`src/rtl/grid_game_writer_pkg.sv`:
```
// Shared grid geometry, cell colours and sequencer state encoding for the
// grid game writer.
package grid_game_writer_pkg;

  localparam int GRID_W = 16;
  localparam int GRID_H = 12;
  localparam int PAD_W  = 3;
  localparam int XW     = $clog2(GRID_W);
  localparam int YW     = $clog2(GRID_H);
  localparam int CELLS  = GRID_W * GRID_H;

  localparam logic [2:0] COL_BG     = 3'b000;
  localparam logic [2:0] COL_PADDLE = 3'b001;
  localparam logic [2:0] COL_BALL   = 3'b100;

  localparam logic [XW-1:0] PAD_X0  = XW'((GRID_W - PAD_W) / 2);
  localparam logic [XW-1:0] BALL_X0 = XW'(GRID_W / 2);

  typedef enum logic [2:0] {
    ST_CLEAR,
    ST_DRAW,
    ST_WAIT,
    ST_ERASE,
    ST_UPDATE
  } state_e;

endpackage

```
`src/rtl/grid_game_writer_btn_edge_sync.sv`:
```
// Two-flop synchronizer for a raw button followed by a one-cycle rising-edge pulse.
module btn_edge_sync (
  input  logic clk,
  input  logic rst,
  input  logic btn_i,
  output logic rise_o
);
  // [0],[1] synchronizer stages, [2] previous synchronized level
  logic [2:0] sync_q;

  always_ff @(posedge clk) begin
    if (rst) sync_q <= '0;
    else     sync_q <= {sync_q[1:0], btn_i};
  end

  assign rise_o = sync_q[1] & ~sync_q[2];

endmodule

```
`src/rtl/grid_game_writer.sv`:
```
// Paddle/ball game on a cell grid; each step only the changed cells are
// streamed into the framebuffer RAM write port, one cell per cycle.
module grid_game_writer
  import grid_game_writer_pkg::*;
#(
  parameter int AW       = 8,
  parameter int DW       = 3,
  parameter int TICK_DIV = 12_500_000
) (
  input  logic          clk,
  input  logic          rst,
  input  logic          btn_r,
  input  logic          btn_l,
  output logic [AW-1:0] mem_px_addr,
  output logic [DW-1:0] mem_px_data,
  output logic          px_wr,
  output state_e        dbg_state_o
);
  localparam int CW = (TICK_DIV > 1) ? $clog2(TICK_DIV) : 1;

  logic [CW-1:0] tick_cnt_q;
  logic          tick;
  logic          rise_r, rise_l;
  state_e        state_q, state_d;
  logic [AW-1:0] idx_q, idx_d;
  logic          wr_q, wr_d;
  logic [AW-1:0] addr_q, addr_d;
  logic [DW-1:0] data_q, data_d;
  logic [XW-1:0] pad_q, bx_q, pad_nx, x_nx;
  logic [YW-1:0] by_q, y_nx;
  logic          dx_pos_q, dy_pos_q, dx_nx, dy_nx, miss;
  logic          pend_r_q, pend_l_q, consume;
  logic          is_ball;
  logic [AW-1:0] seq_addr;

  function automatic logic [AW-1:0] cell_addr(input logic [XW-1:0] x, input logic [YW-1:0] y);
    return AW'(x) + AW'(y) * AW'(GRID_W);
  endfunction

  btn_edge_sync u_sync_r (.clk(clk), .rst(rst), .btn_i(btn_r), .rise_o(rise_r));
  btn_edge_sync u_sync_l (.clk(clk), .rst(rst), .btn_i(btn_l), .rise_o(rise_l));

  assign tick = (tick_cnt_q == CW'(TICK_DIV - 1));

  always_ff @(posedge clk) begin
    if (rst || tick) tick_cnt_q <= '0;
    else             tick_cnt_q <= tick_cnt_q + CW'(1);
  end

  // ERASE/DRAW slots 0..PAD_W-1 are paddle cells, the last slot is the ball.
  assign is_ball = (idx_q == AW'(PAD_W));
  always_comb begin
    seq_addr = cell_addr(bx_q, by_q);
    if (!is_ball) seq_addr = cell_addr(pad_q + XW'(idx_q), YW'(GRID_H - 1));
  end

  // px_wr is a valid with no back-pressure: addr/data qualify the same cycle
  // and the RAM accepts every strobe.
  always_comb begin
    state_d = state_q;
    idx_d   = idx_q;
    wr_d    = 1'b0;
    addr_d  = addr_q;
    data_d  = data_q;
    consume = 1'b0;
    case (state_q)
      ST_CLEAR: begin
        wr_d   = 1'b1;
        addr_d = idx_q;
        data_d = DW'(COL_BG);
        if (idx_q == AW'(CELLS - 1)) begin
          idx_d   = '0;
          state_d = ST_DRAW;
        end else begin
          idx_d = idx_q + AW'(1);
        end
      end
      ST_DRAW, ST_ERASE: begin
        wr_d   = 1'b1;
        addr_d = seq_addr;
        if (state_q == ST_ERASE) data_d = DW'(COL_BG);
        else                     data_d = is_ball ? DW'(COL_BALL) : DW'(COL_PADDLE);
        if (is_ball) begin
          idx_d   = '0;
          state_d = (state_q == ST_ERASE) ? ST_UPDATE : ST_WAIT;
        end else begin
          idx_d = idx_q + AW'(1);
        end
      end
      ST_WAIT: begin
        if (tick) state_d = ST_ERASE;
      end
      ST_UPDATE: begin
        consume = 1'b1;
        idx_d   = '0;
        state_d = miss ? ST_CLEAR : ST_DRAW;
      end
      default: state_d = ST_CLEAR;
    endcase
  end

  always_ff @(posedge clk) begin
    if (rst) begin
      state_q <= ST_CLEAR;
      idx_q   <= '0;
      wr_q    <= 1'b0;
      addr_q  <= '0;
      data_q  <= '0;
    end else begin
      state_q <= state_d;
      idx_q   <= idx_d;
      wr_q    <= wr_d;
      addr_q  <= addr_d;
      data_q  <= data_d;
    end
  end

  // Next game state, applied only in the UPDATE cycle.
  always_comb begin
    pad_nx = pad_q;
    if (pend_r_q && !pend_l_q && (int'(pad_q) + PAD_W < GRID_W)) pad_nx = pad_q + XW'(1);
    else if (pend_l_q && !pend_r_q && pad_q != '0)              pad_nx = pad_q - XW'(1);

    dx_nx = dx_pos_q;
    if ((bx_q == XW'(GRID_W - 1) && dx_pos_q) || (bx_q == '0 && !dx_pos_q)) dx_nx = !dx_pos_q;
    x_nx = dx_nx ? bx_q + XW'(1) : bx_q - XW'(1);

    dy_nx = dy_pos_q;
    miss  = 1'b0;
    if (by_q == '0 && !dy_pos_q) dy_nx = 1'b1;
    if (by_q == YW'(GRID_H - 2) && dy_nx) begin
      if (x_nx >= pad_nx && x_nx <= pad_nx + XW'(PAD_W - 1)) dy_nx = 1'b0;
      else                                                   miss  = 1'b1;
    end
    y_nx = dy_nx ? by_q + YW'(1) : by_q - YW'(1);
  end

  always_ff @(posedge clk) begin
    if (rst) begin
      pad_q    <= PAD_X0;
      bx_q     <= BALL_X0;
      by_q     <= '0;
      dx_pos_q <= 1'b1;
      dy_pos_q <= 1'b1;
      pend_r_q <= 1'b0;
      pend_l_q <= 1'b0;
    end else begin
      // An edge arriving in the UPDATE cycle itself survives for the next step.
      pend_r_q <= (pend_r_q & ~consume) | rise_r;
      pend_l_q <= (pend_l_q & ~consume) | rise_l;
      if (consume) begin
        if (miss) begin
          pad_q    <= PAD_X0;
          bx_q     <= BALL_X0;
          by_q     <= '0;
          dx_pos_q <= 1'b1;
          dy_pos_q <= 1'b1;
        end else begin
          pad_q    <= pad_nx;
          bx_q     <= x_nx;
          by_q     <= y_nx;
          dx_pos_q <= dx_nx;
          dy_pos_q <= dy_nx;
        end
      end
    end
  end

  assign mem_px_addr = addr_q;
  assign mem_px_data = data_q;
  assign px_wr       = wr_q;
  assign dbg_state_o = state_q;

endmodule

```
`config.mk`:
```
export PLATFORM = sky130hd
export DESIGN_NAME = grid_game_writer
export DESIGN_NICKNAME = d
export VERILOG_FILES = /design/src/rtl/grid_game_writer_pkg.sv /design/src/rtl/grid_game_writer_btn_edge_sync.sv /design/src/rtl/grid_game_writer.sv
export SDC_FILE = /design/constraint.sdc
export NUM_CORES = 1
export LEC_CHECK = 0
export ABC_AREA = 1
export ABC_CLOCK_PERIOD_IN_PS = 4100
export CORE_ASPECT_RATIO = 1.75
export CORE_MARGIN = 5
export CORE_UTILIZATION = 54
export CTS_CLUSTER_SIZE = 28
export DETAILED_ROUTE_END_ITERATION = 7
export PLACE_DENSITY = 0.73
export SLEW_MARGIN = 20
export SYNTH_ARGS = -nofsm -noshare
export SYNTH_HDL_FRONTEND = slang
export SYNTH_SLANG_ARGS = --single-unit
```
`constraint.sdc`:
```
create_clock -name clk -period 4.1 [get_ports clk]
set_clock_uncertainty 0.15 [all_clocks]
set_input_delay 0.41 -clock clk [delete_from_list [all_inputs] [get_ports clk]]
set_output_delay 0.41 -clock clk [all_outputs]
set_load 0.01 [all_outputs]
```
==> results of run 1 <==
## synth_stat cells, drive strengths merged
| cell type | number | area share |
|---|---|---|
| o2111ai | 1 | 0.0023 |
| o21ai | 28 | 0.037 |
| nor4 | 3 | 0.0049 |
| nand4 | 12 | 0.020 |
| a31o | 1 | 0.0023 |
| nand3 | 33 | 0.048 |
| o21a | 2 | 0.0039 |
| o22ai | 1 | 0.0016 |
| nand3b | 2 | 0.0039 |
| buf | 3 | 0.0046 |
| fa | 3 | 0.016 |
| xnor2 | 8 | 0.018 |
| o31ai | 2 | 0.0039 |
| dfxtp | 68 | 0.36 |
| nor3 | 10 | 0.016 |
| clkbuf | 5 | 0.0049 |
| a21oi | 49 | 0.065 |
| nor2 | 59 | 0.073 |
| inv | 84 | 0.083 |
| or2 | 4 | 0.0066 |
| ha | 19 | 0.062 |
| o211ai | 3 | 0.0059 |
| a31oi | 2 | 0.0033 |
| conb | 1 | 0.00098 |
| xor2 | 9 | 0.021 |
| nand2 | 131 | 0.13 |
## flip-flops by register name, indices dropped and copies added, names as in the netlist, 4 cells and up
| name | flops |
|---|---|
| bx_q | 4 |
| tick_cnt_q | 24 |
| mem_px_addr | 8 |
| idx_q | 8 |
| pad_q | 4 |
| by_q | 4 |
## power by group through the flow
| stage | clock network [mW] | registers, mW | logic (mW) |
|---|---|---|---|
| finish | 0.751 | 0.679 | 0.0773 |
| detailed placement | 0 | 0.694 | 0.0741 |
| global placement | 0 | 0.694 | 0.0722 |
| global route | 0.801 | 0.679 | 0.0891 |
| CTS | 0.764 | 0.680 | 0.0750 |
| floorplan | 0 | 0.693 | 0.0527 |
## critical path: cells and delay by family, from the launching register on
family	cells	cell delay, ns
AO/OA/AOI/OAI	2	0.29
adder cells (fa/ha/maj)	4	0.88
XOR/XNOR	2	0.33
flip-flops	1	0.37
buffers and inverters	5	0.37
AND/OR/NAND/NOR	15	1.27
## kinds of logic (layout without fill, tap and decap cells)
family,count (synthesis),after routing,synth area share
compound gates,89,89,0.125
xor+xnor,17,17,0.0391
fa+ha+maj,22,22,0.0782
buf+inv,92,123,0.0923
flops,68,68,0.357
other cells,1,1,0.000984
simple gates,254,254,0.307
## metrics by stage
step / std cells / instance area (um2) / util / hold WS, ns
CTS: 654 / 4360 / 0.636 / 0.257
global placement: 638 / 4060 / 0.593 / 0.244
finish: 658 / 4440 / 0.647 / 0.255
floorplan: 543 / 3810 / - / 0.238
global route: 658 / 4440 / 0.647 / 0.276
detailed placement: 638 / 4060 / 0.593 / 0.247
## layer usage
metal / vias up / track usage
li1: 1805 / -
met1: 1625 / 0.208
met2: 78 / 0.402
met3: 32 / 0.0556
met4: 0 / 0.118
met5: - / 0
## repair_timing
item / 4_1_cts / 5_1_grt
resized for setup: 0 / 11
endpoints found under the setup margin: 0 / 3
setup buffers: 0 / 4
## worst min-delay path by stage
stage / from / endpoint / cells after the start
after floorplan: u_sync_l.sync_q[0] / u_sync_l.sync_q[1] / 2
after global placement: u_sync_r.sync_q[0] / u_sync_r.sync_q[1] / 2
after detailed placement: u_sync_l.sync_q[0] / u_sync_l.sync_q[1] / 2
after CTS: u_sync_l.sync_q[0] / u_sync_l.sync_q[1] / 2
after global routing: u_sync_l.sync_q[0] / u_sync_l.sync_q[1] / 2
final: u_sync_l.sync_q[0] / u_sync_l.sync_q[1] / 2
## layout make-up
type,instances,share of cell area
flip-flops and latches,68,0.309
clock inverters,3,0.00423
clock buffers,13,0.0632
well taps,84,0.0237
multi-input cells,383,0.480
inverters,84,0.0711
repair buffers,23,0.0485
==> impl_metrics.json, run 1 <==
{
  "gp_congestion": 0.938,
  "drc_errors": 0,
  "grt_max_degree": 25,
  "hold_violations": 0,
  "combPwrFrac": 0.051,
  "n_antenna_cell": 0,
  "syn-cell-area_um2": 3810,
  "syn-num-nets": 569,
  "min_period_ns": 3.78,
  "die_h_um": 121,
  "cp-end-kind": "flip-flop",
  "rr_endpoint": "by_q[3]",
  "setup.worst_path.start_class": "flip-flop",
  "clkPwrFrac": 0.498,
  "root_buffer": "clkbuf_16",
  "pwr-share-seq": 0.450,
  "timing.critical_path.mode_cell": "nand2_1",
  "final_nets": 595,
  "rsz0062_at_grt": "false",
  "overflow": 0,
  "fp-row-count": 40,
  "vias": 3540,
  "wl_per_cell_um": 13.8,
  "ys_ff_latch": 68,
  "drt-met1-wl_um": 3350,
  "layout_common_cells": "nand2_1, inv_1, dfxtp_1, nor2_1, a21oi_1",
  "synth_cells": 543,
  "max_clock_freq_ghz": 0.265,
  "seq_area_um2": 1370,
  "dp_slack_ns": 0.0246,
  "antenna_left": 0,
  "cp.arrival_ns": 3.88,
  "clk_path_buf_depth": 2,
  "r2r_start": "pad_q[1]",
  "die_x_um": 73.5,
  "dieArea_um2": 8900,
  "cp.required_ns": 4.21,
  "critical_path_class": "reg -> reg",
  "cp_max_fo": 7,
  "p_sw_mw": 0.332,
  "antenna_found_initial": 0,
  "cap_violations": 0,
  "multi_input_area_um2": 2130,
  "viasPerCell": 5.38,
  "layout_commonest_cell": "nand2_1",
  "post-route-period-util": 0.921,
  "drive_above_1_share": 0.0993,
  "slew_headroom": 0.596,
  "drt-pass1-iter-count": 4,
  "routed_wl_um": 9090,
  "p_leak_nw": 1.87,
  "fp.coreArea_um2": 6860,
  "vdd_drop_max_v": 0.000289,
  "clk_latency_ns": 0.33,
  "holdBufCountCts": 0,
  "topRoutingLayerUsed": "met4",
  "area_delta_synth_final_pct": 16.4,
  "fillers": 625,
  "slowest_delay_ns": 0.37,
  "synth-seq-area-share": 0.357,
  "rr_worst_depth": 28,
  "dp.final_hpwl_um": 6860,
  "avgSynthCellArea_um2": 7.02,
  "setup_viol": 0,
  "io_buffers": 17,
  "status": "completed",
  "ys_warn_count": 0,
  "min_path_type": "reg -> reg",
  "p_per_area_nw_per_um2": 340,
  "p_int_mw": 1.17,
  "track_usage": 0.217,
  "slew_viol_final": 0,
  "setup-tns-final_ns": 0,
  "clk_pin_slew_ns": 0.06,
  "worst_pin_slew_ns": 0.604,
  "drt_iter0_markers": 191,
  "numCtsBuffers": 9,
  "synth.distinct_cells": 36,
  "fin_ws_ns": 0.324,
  "dr_wl_met3_um": 289,
  "initial_core_util": 0.556,
  "wl_met2_um": 5120,
  "tritoncts": "done",
  "cts-htree-levels": 3,
  "grt_pass1_vias": 3466,
  "finalPower_mw": 1.51,
  "clock_sinks": 68,
  "crit_start": "pad_q[1]",
  "critPathSlowestCell": "dfxtp_4",
  "p_sw_frac": 0.220,
  "r2r_slack_ns": 0.32,
  "crit_path_end": "by_q[3]",
  "grt_pass1_wl_um": 15000,
  "io_pins": 19
}
Power figures use the tool's default switching activity.
==> run 2: changes to the inputs <==
GPL_TIMING_DRIVEN = 0   (was not set)
==> run 2 against run 1 <==
- global-route usage is 0.46 points higher
- setup slack worse by 0.10 ns
- register-to-register slack worse by 0.10 ns
- utilization is 0.073 points higher
- non-clock buffer count increased by 4
- die area is the same
- critical path type unchanged
==> impl_metrics.json, run 2 (synthesized netlist as in run 1, its figures left out) <==
{
  "status": "completed",
  "setup_viol": 0,
  "slew_viol_final": 0,
  "fillers": 624,
  "slew_headroom": 0.651,
  "cap_violations": 0,
  "clk_pin_slew_ns": 0.06,
  "max_clock_freq_ghz": 0.258,
  "dp_slack_ns": -0.0914,
  "drc_errors": 0,
  "layout_common_cells": "nand2_1, inv_1, dfxtp_1, nor2_1, a21oi_1",
  "routed_wl_um": 9200,
  "clk_path_buf_depth": 2,
  "antenna_found_initial": 0,
  "r2r_slack_ns": 0.22,
  "cts-htree-levels": 3,
  "antenna_left": 0,
  "min_path_type": "reg -> reg",
  "io_buffers": 17,
  "multi_input_area_um2": 2160,
  "p_per_area_nw_per_um2": 330,
  "drt-pass1-iter-count": 4,
  "wl_per_cell_um": 13.9,
  "dp.final_hpwl_um": 7100,
  "numCtsBuffers": 9,
  "overflow": 0,
  "cp_max_fo": 5,
  "viasPerCell": 5.38,
  "min_period_ns": 3.88,
  "setup-tns-final_ns": 0,
  "grt_max_degree": 12,
  "final_nets": 599,
  "clk_latency_ns": 0.34,
  "layout_commonest_cell": "nand2_1",
  "worst_pin_slew_ns": 0.524,
  "final_cell_count_no_fill": 662,
  "cp.arrival_ns": 3.93,
  "post-route-period-util": 0.946,
  "top_register": "tick_cnt_q",
  "hold_violations": 0,
  "area_delta_synth_final_pct": 16.6,
  "drive_above_1_share": 0.107,
  "root_buffer": "clkbuf_16",
  "die_h_um": 121,
  "fin_ws_ns": 0.222,
  "critical_path_class": "reg -> reg",
  "clock_sinks": 68,
  "gp_congestion": 0.909,
  "fp.coreArea_um2": 6860,
  "track_usage": 0.222,
  "n_antenna_cell": 0,
  "cp.required_ns": 4.15,
  "io_pins": 19,
  "placed_cells": 644,
  "dieArea_um2": 8900,
  "seq_area_um2": 1370,
  "vdd_drop_max_v": 0.000284,
  "tritoncts": "done",
  "grt_pass1_vias": 3552,
  "setup.worst_path.start_class": "flip-flop",
  "initial_core_util": 0.556,
  "p_leak_nw": 1.84,
  "largest_reg_flops": 24,
  "dr_wl_met3_um": 302,
  "die_x_um": 73.5,
  "drt_iter0_markers": 204,
  "grt_pass1_wl_um": 15200,
  "wl_met2_um": 5180,
  "holdWs_ns": 0.268,
  "final_core_utilization": 0.648,
  "cp-end-kind": "flip-flop",
  "topRoutingLayerUsed": "met4",
  "fp-row-count": 40,
  "vias": 3560,
  "drt-met1-wl_um": 3340
}
[run 2: cell types whose count changed in the layout (fill, tap and decap cells not counted), moves of 2 or more]
cell	delta
clkbuf_1	+7
buf_4	-3
clkbuf_8	-3
buf_2	+2
clkinvlp_4	+2
ha_1	-2
inv_1	-2
inv_2	+2
nand2_2	+2
[run 2: final cells by class]
class,instances,share of cell area
buffer,8,0.00817
clock inverter,4,0.00564
sequential,68,0.309
inverter,84,0.0710
tap,84,0.0237
timing repair buffer,19,0.0417
clock buffer,12,0.0555
multi-input combinational,383,0.485
[run 2: what timing repair did]
item,4_1_cts,5_1_grt
setup endpoints to repair,1,1
pin swaps,0,2
resized for setup,5,13
setup buffers,0,2
hold buffers,0,0
[run 2: critical path: stages (launching register included)]
cell and delay (ns):
dfxtp_1 0.45, nor2_1 0.08, a31o_2 0.20, nand2_1 0.15, ha_4 0.24, a21oi_2 0.15, nand3_1 0.11, nand2_1 0.09
nand2_1 0.05, nand2_1 0.15, inv_1 0.06, ha_1 0.31, nand2_1 0.06, inv_1 0.05, nand3_1 0.09, nand3_2 0.12
nand3_2 0.11, nand2_2 0.10, ha_4 0.25, a21oi_1 0.17, nand2_1 0.12, xor2_2 0.20, nand3_1 0.10, nand3_1 0.11
a21oi_1 0.07
[run 2: metal layers]
metal	up-vias	track usage
li1	1812	-
met3	30	0.0498
met2	80	0.418
met4	0	0.124
met1	1638	0.209
met5	-	0
[run 2: final timing paths]
path | start | to | cells past startpoint
worst max-delay path | bx_q[2] | by_q[3] | 24
worst min-delay path | u_sync_r.sync_q[0] | u_sync_r.sync_q[1] | 2
worst max register to register | bx_q[2] | by_q[3] | 24
worst min register to register | u_sync_r.sync_q[0] | u_sync_r.sync_q[1] | 2
[run 2: metrics by stage]
stage | total power [mW] | cell area (um2)
finish | 1.47 | 4440
global route | 1.52 | 4440
CTS | 1.48 | 4360
detailed placement | 0.771 | 4090
global placement | 0.768 | 4090
floorplan | 0.746 | 3810
[run 2: report_power, final]
part	total, mW	switching [mW]	internal, mW
clock network	0.709	0.286	0.423
logic	0.0780	0.0482	0.0298
registers	0.679	0.00918	0.670
total	1.47	0.343	1.12
